### src/rtl/half_adder_pkg.sv
// Shared constants and types for the half_adder slice.
// Default lane count and counter width; override via half_adder parameters.
package half_adder_pkg;

    localparam int unsigned HA_WIDTH     = 1;
    localparam int unsigned HA_CNT_W     = 16;
    localparam int unsigned HA_MAX_WIDTH = 64;
    localparam int unsigned HA_MAX_CNT_W = 32;

    typedef logic [HA_WIDTH-1:0] lane_vec_t;

endpackage : half_adder_pkg

### src/rtl/half_adder_bit.sv
// Single-lane combinational half adder.
module half_adder_bit (
    input  logic a,
    input  logic b,
    output logic sum,
    output logic carry
);

    assign sum   = a ^ b;
    assign carry = a & b;

endmodule : half_adder_bit

### src/rtl/half_adder.sv
// WIDTH-lane half adder with a combinational path, a one-cycle registered path,
// and an optional saturating carry counter enabled by HALF_ADDER_STATS_EN.
module half_adder
    import half_adder_pkg::*;
#(
    parameter int unsigned WIDTH = HA_WIDTH,
    parameter int unsigned CNT_W = HA_CNT_W
) (
    input  logic             clk,
    input  logic             rst,
    input  logic [WIDTH-1:0] a,
    input  logic [WIDTH-1:0] b,
    output logic [WIDTH-1:0] sum,
    output logic [WIDTH-1:0] carry,
    input  logic             in_valid,
    output logic [WIDTH-1:0] sum_q,
    output logic [WIDTH-1:0] carry_q,
    output logic             out_valid,
    output logic [CNT_W-1:0] carry_count
);

    // Independent lanes: no carry chain between them.
    for (genvar i = 0; i < int'(WIDTH); i++) begin : g_lane
        half_adder_bit u_bit (
            .a     (a[i]),
            .b     (b[i]),
            .sum   (sum[i]),
            .carry (carry[i])
        );
    end

    // Registered result; holds its value while no operand is accepted.
    always_ff @(posedge clk) begin
        if (rst) begin
            sum_q     <= '0;
            carry_q   <= '0;
            out_valid <= 1'b0;
        end else begin
            out_valid <= in_valid;
            if (in_valid) begin
                sum_q   <= sum;
                carry_q <= carry;
            end
        end
    end

`ifdef HALF_ADDER_STATS_EN
    logic [CNT_W-1:0] cnt_q;

    // Saturates at all-ones instead of wrapping.
    always_ff @(posedge clk) begin
        if (rst) begin
            cnt_q <= '0;
        end else if (in_valid && (|carry) && (cnt_q != {CNT_W{1'b1}})) begin
            cnt_q <= cnt_q + CNT_W'(1);
        end
    end

    assign carry_count = cnt_q;
`else
    assign carry_count = '0;
`endif

endmodule : half_adder

### config.mk
export PLATFORM = sky130hd
export DESIGN_NAME = half_adder
export DESIGN_NICKNAME = d
export VERILOG_FILES = /design/src/rtl/half_adder_pkg.sv /design/src/rtl/half_adder_bit.sv /design/src/rtl/half_adder.sv
export SDC_FILE = /design/constraint.sdc
export NUM_CORES = 1
export LEC_CHECK = 0
export CAP_MARGIN = 20
export CORE_AREA = 4 4 41 43
export CTS_BUF_LIST = sky130_fd_sc_hd__clkbuf_16
export CTS_CLUSTER_SIZE = 14
export DETAILED_ROUTE_END_ITERATION = 10
export DIE_AREA = 0 0 45 47
export PLACE_DENSITY_LB_ADDON = 0.3
export SETUP_SLACK_MARGIN = 0.2
export SLEW_MARGIN = 40
export SYNTH_ARGS = -nofsm -noshare
export SYNTH_HDL_FRONTEND = slang
export SYNTH_HIERARCHICAL = 1
export SYNTH_SLANG_ARGS = --single-unit
### constraint.sdc
create_clock -name clk -period 1.68 [get_ports clk]
set_clock_uncertainty 0.05 [all_clocks]
set_input_delay 0.336 -clock clk [delete_from_list [all_inputs] [get_ports clk]]
set_output_delay 0.336 -clock clk [all_outputs]
set_load 0.005 [all_outputs]
# After elaboration in Yosys (flattened, before gate mapping)
# Index checks and enable logic that the tools add are counted.
# op_classes
mul	0
bitwise	2
n_mux	0
magnitude_cmp	0
shift	0
n_eq_ne	0
add_sub_neg	0
div	0
n_reduce_logical	0
# op_table
cell	n
AND 1 bit	1
bitwise XOR 1 bit	1
# totals
romBits	0
register_bits	3
mem_bits_rw	0
memories	0
out_inout_bits	21
latch_bits	0
inputBits	5

# Depth between registers and ports, before layout
# depth
depth_word	1
mapped_depth	3

# By module
# The synthesis kept the hierarchy.
# modules_own_cells
mod	cells_each	area_per_inst_um2	instances	seq_area_each_um2
half_adder	25	217.7	1	60.1
half_adder_bit	1	12.5	1	0.0

# Least setup slack after synthesis
# No wires, ideal clock.
# synth_timing
path_kind	input to output
start	input a
end	output sum
path_slack_ns	0.664
cell_stages	1
arrival_time_ns	0.630
path_cell_list	ha_1
# synth_between
elab_chain_cells	1
# synth_rtl
item	line_no	rtl
start: declaration	half_adder.sv:11	input logic [WIDTH-1:0] a,
bitwise XOR 1 bit	half_adder_bit.sv:9	assign sum = a ^ b;
end: declaration	half_adder.sv:13	output logic [WIDTH-1:0] sum,
# Every way passes these cells.

# Worst setup path after layout
# layout_timing
start	register carry_q
end	output carry_q
# layout_lines
item	line_no	rtl
start: declaration	half_adder.sv:17	output logic [WIDTH-1:0] carry_q,
start signal: assignment	half_adder.sv:42	carry_q <= carry;
# No word-level cell between the ends.

==> results_dict.tcl <==
set metrics [dict create \
    synthToLayoutAreaGrowth_pct 62.50 \
    grt_max_degree 4 \
    drv_slew 0 \
    grtUsageMet1_pct 3.175 \
    start_kind "flop" \
    synth_area_per_cell_um2 8.855 \
    path_delay_family "buffers and inverters" \
    ys_ff_latch 3 \
    final_nets 47 \
    r2r_end "carry_q" \
    cp.depth 1 \
    die_y_um 47 \
    synth_cell_types 7 \
    fillers 152 \
    gp_congestion 0.5586 \
    grt_util_met3_pct 6.897 \
    placedCellCount 51 \
    core_um2 1301 \
    cts_max_level 1 \
    cts.path.max_buffers 2 \
    layout_min_cycle_time_ns 1.430 \
    reg2reg_from "carry_q" \
    route.detailed.drc 0 \
    synth_top_area_share_pct 52.17 \
    hold_path_class "flop to flop" \
    top_usage_layer "met3" \
    cts_root_buf "clkbuf_16" \
    avgRoutedWirePerCell_um 8.509 \
    rr_worst_depth 2 \
    synthTopCellsByArea "buf_4, dfxtp_1, mux2i_1" \
    rsz0062_at_grt "false" \
    n_antenna_cell 0 \
    cp-end-kind "primary output" \
    dieArea_um2 2115 \
    wl_um 468 \
    clkTransAtPathRegs_ns 0.03 \
    grt_overflow_total 0 \
    synthArstFlopShare_pct 0 \
    yosysWarnings 6 \
    regToRegSetupSlack_ns 1.05 \
    finalSetupViolCount 0 \
    post-synth-top-count-cell "buf_4" \
    cts_tree "built" \
    start_util_pct 17.69 \
    cp-startpoint "carry_q" \
    synth_flop_cell "dfxtp_1" \
    final_antenna_net_count 0 \
    first_iter_violations 1 \
    dr.pass1.iters 2 \
    stdcell_count 55 \
    powerDensity_nw_per_um2 1322 \
    clk_latency_ns 0.22 \
    syn_inst 26 \
    vias_per_cell 2.855 \
    crit_buf_inv 1 \
    grtUsageMet2_pct 6.215 \
    fmax_ghz 0.6993 \
    crit_required_ns 1.29 \
    grt_pass1_wl_um 579 \
    cp.arrival_ns 1.04 \
    syn_area_um2 230.2 \
    power.total_uw 494.6 \
    synth_top_area_cell "buf_4" \
    finalCritPeriodShare_pct 85.12 \
    yosysSeqAreaShare_pct 26.09 \
    synth-edff-count 0 \
    leakagePower_uw 0.0001916 \
    num_vias 157 \
    ir_drop_v 0.0006581 \
    maxCapViolations 0 \
    grt_usage_pct 4.972 \
    yosys-top-cells-count "buf_4, dfxtp_1, mux2i_1, nor2_1" \
    portBuffers 9 \
    cts_made_buffers 3 \
    status "complete, no violations" \
    io-pin-count 26 \
    slowest_stage "clkdlybuf4s50_1" \
    critical_path_class "flop to primary output" \
    drive_gt1_share_pct 17.50 \
    rows 13 \
    cp-endpoint "carry_q" \
    cp_max_fo 2 \
    grt_antenna_before_repair 0 \
    grt_pass1_vias 130 \
    hold_viol 0 \
    die_w_um 45 \
    crit_chain "clkdlybuf4s50_1" \
    critPathMaxStageDelay_ns 0.51 \
    clock_sinks 3 \
]
[how the worst min path moves through the flow]
| stage | end | slack, ns | cells past startpoint | start |
|---|---|---|---|---|
| 2_1_floorplan | out_valid | 0.36 | 1 | rst |
| 3_3_place_gp | carry_q | 0.43 | 2 | carry_q |
| 3_5_place_dp | carry_q | 0.44 | 2 | carry_q |
| 4_1_cts | carry_q | 0.45 | 2 | carry_q |
| 5_1_grt | carry_q | 0.48 | 2 | carry_q |
| 6_report | sum_q | 0.44 | 2 | sum_q |
[flip-flops by register name, indices dropped and copies added (netlist names)]
register and count:
carry_q 1, out_valid 1, sum_q 1
[report_power, final]
part           internal (uW)  leakage [uW]  switching [uW]
registers               75.9     0.0000248            1.43
clock network            307     0.0000423            62.5
logic                   26.7      0.000125            21.4
total                    409      0.000192            85.4
[repair_timing]
action | 4_1_cts | 5_1_grt
buffers inserted | 0 | 0
endpoints found under the setup margin | 2 | 0
hold buffers | 0 | 0
hold endpoints to repair | 0 | 0
resized for setup | 10 | 0
[final cells by class]
type / count / area [um2] / area share (%)
multi-input combinational: 22 / 118.9 / 31.77
sequential: 3 / 60.06 / 16.05
timing repair buffer: 11 / 97.59 / 26.09
clock inverter: 1 / 3.754 / 1.003
tap: 15 / 18.77 / 5.017
clock buffer: 3 / 75.07 / 20.07
[kinds of logic (layout without fill, tap and decap cells)]
family | after synthesis | after routing | share of synthesized area (%)
buf+inv | 16 | 15 | 52.18
mux | 2 | 2 | 8.696
other cells | 1 | 16 | 1.629
fa+ha+maj | 1 | 1 | 5.434
flops | 3 | 3 | 26.09
simple gates | 3 | 3 | 5.981
[metrics by stage]
step / worst slack [ns] / hold slack (ns) / area (um2) / setup TNS, ns / utilization, %
6_report: 0.2500 / 0.4382 / 374.1 / 0 / 28.75
5_1_grt: 0.2186 / 0.4810 / 374.1 / 0 / 28.75
4_1_cts: 0.2367 / 0.4496 / 374.1 / 0 / 28.75
3_5_place_dp: -0.2429 / 0.4426 / 290.3 / -0.4189 / 22.31
3_3_place_gp: -0.2575 / 0.4253 / 290.3 / -0.4426 / 22.31
2_1_floorplan: 0.6636 / 0.3576 / 286.5 / 0 / -
[layout by cell type, fill, tap and decap left out]
cell,synthesis,layout
dlygate4sd2_1,0,2
clkdlybuf4s50_1,0,5
dfxtp_1,3,3
buf_4,16,2
conb_1,1,16
clkdlybuf4s15_1,0,1
nor2b_1,1,1
buf_2,0,1
mux2i_1,2,2
inv_1,0,1
nor2_1,2,2
ha_4,0,1
clkbuf_16,0,3
[metal layers]
layer,wire length [um],part of all wire (%),vias to the layer above
met4,0,0,0
met1,116,25,70
li1,-,-,76
met5,0,0,-
met2,272,58,11
met3,78,17,0
No activity file was read; power rests on OpenSTA's default activity.
